`src/rtl/if_id_buffer.sv`:
```
// IF/ID pipeline register: captures fetch output each cycle, applies stall/flush,
// and injects the PUSH-PC / PUSH-FLAGS pseudo-op pair on interrupt entry.
module if_id_buffer #(
  parameter int unsigned            INST_W        = 32,
  parameter int unsigned            PC_W          = 32,
  parameter logic [INST_W-1:0]      NOP_OP        = 32'h0000_0000,
  parameter logic [INST_W-1:0]      PUSH_PC_OP    = 32'hF000_0000,
  parameter logic [INST_W-1:0]      PUSH_FLAGS_OP = 32'hF100_0000
) (
  input  logic              clk,
  input  logic              rst,
  input  logic [INST_W-1:0] instruction_in,
  input  logic [PC_W-1:0]   pc_in,
  input  logic              int_flag_in,
  input  logic              stall_in,
  input  logic              flush_in,
  output logic [INST_W-1:0] instruction_out,
  output logic [PC_W-1:0]   pc_out,
  output logic              valid_out,
  output logic              int_seq_out,
  output logic              fetch_hold_out
);

  typedef enum logic [1:0] {IDLE, INT_PC, INT_FLAGS} state_t;

  state_t              state, state_n;
  logic [PC_W-1:0]     saved_pc, saved_pc_n;
  logic                int_pending, int_pending_n;
  logic [INST_W-1:0]   inst_n;
  logic [PC_W-1:0]     pc_n;
  logic                valid_n;

  always_ff @(posedge clk) begin
    if (rst) begin
      state           <= IDLE;
      saved_pc        <= '0;
      int_pending     <= 1'b0;
      instruction_out <= NOP_OP;
      pc_out          <= '0;
      valid_out       <= 1'b0;
    end else begin
      state           <= state_n;
      saved_pc        <= saved_pc_n;
      int_pending     <= int_pending_n;
      instruction_out <= inst_n;
      pc_out          <= pc_n;
      valid_out       <= valid_n;
    end
  end

  // Stall holds everything except that a request arriving during it is latched as pending.
  always_comb begin
    state_n       = state;
    saved_pc_n    = saved_pc;
    int_pending_n = int_pending;
    inst_n        = instruction_out;
    pc_n          = pc_out;
    valid_n       = valid_out;

    if (stall_in) begin
      if (int_flag_in) int_pending_n = 1'b1;
    end else begin
      unique case (state)
        IDLE: begin
          if (flush_in) begin
            inst_n  = NOP_OP;
            pc_n    = pc_in;
            valid_n = 1'b0;
            if (int_flag_in) int_pending_n = 1'b1;
          end else if (int_flag_in || int_pending) begin
            saved_pc_n    = pc_in;
            inst_n        = PUSH_PC_OP;
            pc_n          = pc_in;
            valid_n       = 1'b1;
            int_pending_n = 1'b0;
            state_n       = INT_PC;
          end else begin
            inst_n  = instruction_in;
            pc_n    = pc_in;
            valid_n = 1'b1;
          end
        end
        INT_PC: begin
          inst_n  = PUSH_FLAGS_OP;
          pc_n    = saved_pc;
          valid_n = 1'b1;
          state_n = INT_FLAGS;
          if (int_flag_in) int_pending_n = 1'b1;
        end
        INT_FLAGS: begin
          inst_n  = instruction_in;
          pc_n    = pc_in;
          valid_n = 1'b1;
          state_n = IDLE;
          if (int_flag_in) int_pending_n = 1'b1;
        end
        default: state_n = IDLE;
      endcase
    end
  end

  assign int_seq_out    = (state != IDLE);
  assign fetch_hold_out = (state != IDLE) | stall_in;

endmodule

```
`config.mk`:
```
export PLATFORM = sky130hd
export DESIGN_NAME = if_id_buffer
export DESIGN_NICKNAME = d
export VERILOG_FILES = /design/src/rtl/if_id_buffer.sv
export SDC_FILE = /design/constraint.sdc
export NUM_CORES = 1
export LEC_CHECK = 0
export BUFFER_PORTS_ARGS = -buffer_cell sky130_fd_sc_hd__buf_4
export CAP_MARGIN = 20
export CELL_PAD_IN_SITES_DETAIL_PLACEMENT = 0
export CELL_PAD_IN_SITES_GLOBAL_PLACEMENT = 1
export CORE_MARGIN = 4
export CORE_UTILIZATION = 37
export DETAILED_ROUTE_END_ITERATION = 7
export PLACE_DENSITY_LB_ADDON = 0.1
export SLEW_MARGIN = 20
export SYNTH_ARGS = -nofsm -noshare
export SYNTH_HDL_FRONTEND = slang
export SYNTH_SLANG_ARGS = --single-unit
```
`constraint.sdc`:
```
create_clock -name clk -period 2.1 [get_ports clk]
set_input_delay 0.315 -clock clk [delete_from_list [all_inputs] [get_ports clk]]
set_output_delay 0.315 -clock clk [all_outputs]
set_load 0.05 [all_outputs]
```
After elaboration in Yosys (flattened, before gate mapping):

Cells that the tools add are included.

* output and inout port bits: 67
* input bits: 69
* register bits after elaboration: 100
* word-level logic and storage cells: 43

* muxes and demuxes: 14
* equality and inequality tests: 5
* reduce and logical (&&, ||, !) cells: 15
* bitwise logic cells: 3

Operator list (count)
* $pmux 32 s3: 1
* $mux 32: 2
* $pmux 32 s2: 1
* $reduce_and 2->1: 4
* $reduce_bool 2->1: 3
* $reduce_bool 3->1: 2
* $mux 1: 5
* $mux 2: 2
* $ne 2x2->1 const B: 2
* $ne 4x4->1 const B: 1
* $pmux 1 s2: 2
* $pmux 2 s2: 1
* $reduce_and 4->1: 1
* $reduce_or 2->1: 2
* $reduce_and 3->1: 1
* $eq 2x1->1 const B: 1
* $eq 2x2->1 const B: 1
* $logic_not 2->1: 1
* $not 1->1: 2
* $logic_or 1x1->1: 1
* $or 1x1->1: 1

Longest topological paths before layout:

* word-level depth: 5
* depth in mapped cells: 7
* mapped depth without buffers: 5

Worst setup path before layout:

No wires, ideal clock.

* path type: register -> register
* start point: register state[0]
* end point: register instruction_out[24]
* library setup time: 92 ps
* arrival: 1464 ps
* path buffers: 2
* clock period less this slack: 1556 ps
* path slack: 544 ps
* stages on the path, launching flop included: 7
* required time: 2008 ps
* cell sequence: dfxtp_1 inv_1 ha_1 buf_2 clkbuf_1 o21ai_0 o32ai_1

* word-level cells in the longest chain between the ends: 3
* elaborated cells between the ends (all ways): 6
* those cells by class: eq/ne: 2; mux: 1; reduce/logical: 3

Ends and longest elaborated chain
* start: declaration: RTL line 26 `state_t state, state_n;`
* start signal: assignment: RTL line 42 `state <= state_n;`
* $eq 2x2->1, or another cell as far along: RTL line 63 `unique case (state)`
* $reduce_bool 3->1 (no source line)
* $reduce_and 2->1 (no source line)
* end signal: assignment: RTL line 45 `instruction_out <= inst_n;`
* end: declaration: RTL line 17 `output logic [INST_W-1:0] instruction_out,`

Parallel ways exist; a longest one is shown, timed or not.
A chain may end at the register's enable or synchronous reset.

Final worst setup path:

* start point: register state[0]
* end point: register instruction_out[31]

The elaborated chain is that of the path after synthesis.

==> impl_metrics.sql <==
INSERT INTO impl_metrics (metric_group, metric, value, unit) VALUES
('setup_path', 'regToRegEndpoint', 'instruction_out[31]', ''),
('timing', 'fin_setup_tns', '0', 'ns'),
('timing', 'grt_setup_unrepaired', 'no', ''),
('setup_path', 'required_arrival_time_at_the_worst_endpoint', '2.35', 'ns'),
('clocking', 'post-cts-setup-buffer-count', '0', ''),
('synthesis', 'synth_cells', '514', ''),
('synthesis', 'syn_area_per_cell', '8.36', 'sq um'),
('clocking', 'cts_sinks', '100', ''),
('floorplanning', 'io_pins', '136', ''),
('setup_path', 'crit_path_start_kind', 'register', ''),
('clocking', 'clkSlewWorstSetupHoldPaths', '0.07', 'ns'),
('place', 'numPortBuffers', '135', ''),
('setup_path', 'crit_path_top_delay_cell', 'sky130_fd_sc_hd__dfxtp_1', ''),
('final_layout', 'synthToLayoutAreaGrowth', '33.4', '%'),
('run_status', 'outcome', 'completed', ''),
('power', 'irDropWorstVdd', '0.616', 'mV'),
('timing', 'period_needed', '1.73', 'ns'),
('clocking', 'clock_path_buffers', '2', ''),
('route', 'drt.antenna.violating_nets', '0', ''),
('clocking', 'cts_root_buf', 'sky130_fd_sc_hd__clkbuf_16', ''),
('floorplanning', 'design.die.area', '13400', 'sq um'),
('floorplanning', 'placementRows', '39', ''),
('setup_path', 'critical_path.max_fanout', '12', ''),
('route', 'routedWlPerCell', '16.9', 'microns'),
('synthesis', 'synth.cell_area', '4300', 'sq um'),
('route', 'num_vias', '4255', ''),
('route', 'drt_pre_antenna_iters', '4', ''),
('floorplanning', 'fp.dieW', '116', 'microns'),
('power', 'design_power_total', '4.89', 'mW'),
('timing', 'worst_pin_slew', '0.526', 'ns'),
('place', 'dp_cells', '755', ''),
('clocking', 'cts_resized', '0', ''),
('synthesis', 'postSynthNetCount', '588', ''),
('setup_path', 'critical_path.endpoint_type', 'register', ''),
('floorplanning', 'die_h', '116', 'microns'),
('place', 'detailedPlacementHpwl', '8.79', 'mm'),
('route', 'drt_wl_total', '13.1', 'mm'),
('route', 'drc_errors', '0', ''),
('timing', 'postLayoutSetupSlackWorst', '0.370', 'ns'),
('clocking', 'cts_tree', 'yes', ''),
('clocking', 'insertion_delay', '0.34', 'ns'),
('power', 'power.density_cell_area', '852', 'nW/um^2'),
('route', 'routed_via_density', '5.52', ''),
('route', 'drt_iter0_drc', '265', ''),
('grt', 'wire_length_of_the_first_global_routing_pass', '20.6', 'mm'),
('setup_path', 'startpoint', 'state[0]', ''),
('final_layout', 'mostFrequentLayoutCell', 'sky130_fd_sc_hd__buf_4', ''),
('grt', 'number_of_global_route_vias_before_repair', '3978', ''),
('flow_run', 'timing.max_cap.violations', '0', ''),
('setup_path', 'crit_path_end', 'instruction_out[31]', ''),
('final_layout', 'layout.cells.non_filler', '771', ''),
('final_layout', 'mostFrequentLayoutCells', 'sky130_fd_sc_hd__buf_4, sky130_fd_sc_hd__dfxtp_1, sky130_fd_sc_hd__o21ai_0', ''),
('place', 'post-place-ws', '0.367', 'ns'),
('floorplanning', 'initial_utilization', '37.8', '%'),
('final_layout', 'layout-drive-gt1-share', '28.7', '%'),
('final_layout', 'diode_count', '0', ''),
('timing', 'final.setup_skew', '0.00583', 'ns'),
('grt', 'grt_antenna_before_repair', '0', ''),
('final_layout', 'total_number_of_nets_in_the_final_design', '697', ''),
('synthesis', 'yosysWarningCount', '0', ''),
('grt', 'grt_max_degree', '48', ''),
('grt', 'groute.usage.overall', '19.2', '%'),
('setup_path', 'crit_family', 'flip-flops', ''),
('hold_path', 'timing.hold.worst.class', 'in2reg', ''),
('setup_path', 'critPathArrivalTime', '1.98', 'ns'),
('timing', 'timing.max_slew.rel_slack', '65.0', '%'),
('power', 'total_leakage_power', '2.20', 'nW'),
('grt', 'globalRouteOverflowTotal', '0', ''),
('floorplanning', 'core_region_area', '11400', 'sq um'),
('setup_path', 'crit_type', 'reg2reg', ''),
('place', 'gp_congestion', '0.787', '');
logic make-up after synthesis:
logic type	share of synthesized area [%]
compound gates	31.5
fa+ha+maj	1.46
buf+inv	6.84
flops	46.6
mux	0.699
simple gates	13.0
worst min path at each step:
| stage | end | cells after the start | startpoint | slack [ns] |
|---|---|---|---|---|
| finish | saved_pc[4] | 3 | pc_in[4] | 0.24 |
| CTS | saved_pc[21] | 3 | pc_in[21] | 0.22 |
| floorplan | pc_out[0] | 2 | saved_pc[0] | 0.45 |
| global route | saved_pc[31] | 3 | pc_in[31] | 0.23 |
| detailed placement | pc_out[1] | 2 | saved_pc[1] | 0.46 |
| global placement | pc_out[0] | 2 | saved_pc[0] | 0.46 |
worst reg2reg max path: cells and delay by family, from the launching register on:
family | cells | cell delay [ns]
AOI/OAI and AO/OA | 1 | 0.28
adders and majority gates | 1 | 0.36
buffers and inverters | 2 | 0.31
DFF | 1 | 0.38
and+or+nand+nor | 2 | 0.31
cells in the mapped netlist:
library cell | n | area (sq um)
sky130_fd_sc_hd__nor2b_1 | 1 | 6.26
sky130_fd_sc_hd__o21ba_2 | 1 | 10.0
sky130_fd_sc_hd__o21ai_0 | 87 | 435
sky130_fd_sc_hd__o2111ai_1 | 27 | 236
sky130_fd_sc_hd__nand2b_2 | 1 | 8.76
sky130_fd_sc_hd__dfxtp_1 | 100 | 2000
sky130_fd_sc_hd__nand2b_1 | 8 | 50.1
sky130_fd_sc_hd__o32ai_1 | 1 | 8.76
sky130_fd_sc_hd__a21oi_1 | 61 | 305
sky130_fd_sc_hd__nor3_1 | 4 | 20.0
sky130_fd_sc_hd__o21bai_1 | 1 | 7.51
sky130_fd_sc_hd__buf_2 | 22 | 110
sky130_fd_sc_hd__a22oi_1 | 1 | 7.51
sky130_fd_sc_hd__mux2i_1 | 3 | 30.0
sky130_fd_sc_hd__o21ai_1 | 5 | 25.0
sky130_fd_sc_hd__buf_4 | 3 | 22.5
sky130_fd_sc_hd__inv_1 | 3 | 11.3
sky130_fd_sc_hd__clkbuf_2 | 3 | 15.0
sky130_fd_sc_hd__ha_1 | 5 | 62.6
sky130_fd_sc_hd__buf_6 | 2 | 22.5
sky130_fd_sc_hd__nor2_2 | 1 | 6.26
sky130_fd_sc_hd__or3_1 | 1 | 6.26
sky130_fd_sc_hd__nand2_1 | 32 | 120
sky130_fd_sc_hd__clkbuf_1 | 30 | 113
sky130_fd_sc_hd__a311oi_1 | 36 | 315
sky130_fd_sc_hd__nand3_1 | 36 | 180
sky130_fd_sc_hd__nor3_4 | 1 | 16.3
sky130_fd_sc_hd__nor2_1 | 38 | 143
flip-flops by register name, summed over array words and instances, names as in the netlist:
| signal | flops |
|---|---|
| state | 2 |
| valid_out | 1 |
| pc_out | 32 |
| saved_pc | 32 |
| instruction_out | 32 |
| int_pending | 1 |
final cells by class:
class	instances	area, sq um
Fill cell	1142	5640
Multi-Input combinational cell	351	2010
Sequential cell	100	2000
Timing Repair Buffer	158	1250
Clock buffer	11	243
Tap cell	143	179
Clock inverter	5	35.0
Inverter	3	11.3
stage by stage:
step | hold WS, ns | cell area [sq um] | util (%)
finish | 0.238 | 5730 | 50.4
global route | 0.229 | 5730 | 50.4
CTS | 0.223 | 5730 | 50.4
detailed placement | 0.463 | 5460 | 48.0
global placement | 0.456 | 5460 | 48.0
floorplan | 0.451 | 4300 | -
per-layer routing:
layer  wire length [microns]  global-route usage (%)  up-vias
met3                     924                    6.37       12
met1                    5480                    24.3     1994
met4                     161                    5.80        0
met2                    6500                    31.1      136
met5                       0                       0        -
li1                        -                       -     2113
where the power goes:
part	total, mW	internal [mW]	switching [mW]
Combinational	1.23	0.416	0.817
Clock	1.57	0.841	0.725
Sequential	2.09	2.02	0.0682
Total	4.89	3.28	1.61
Power figures use the tool's default switching activity.
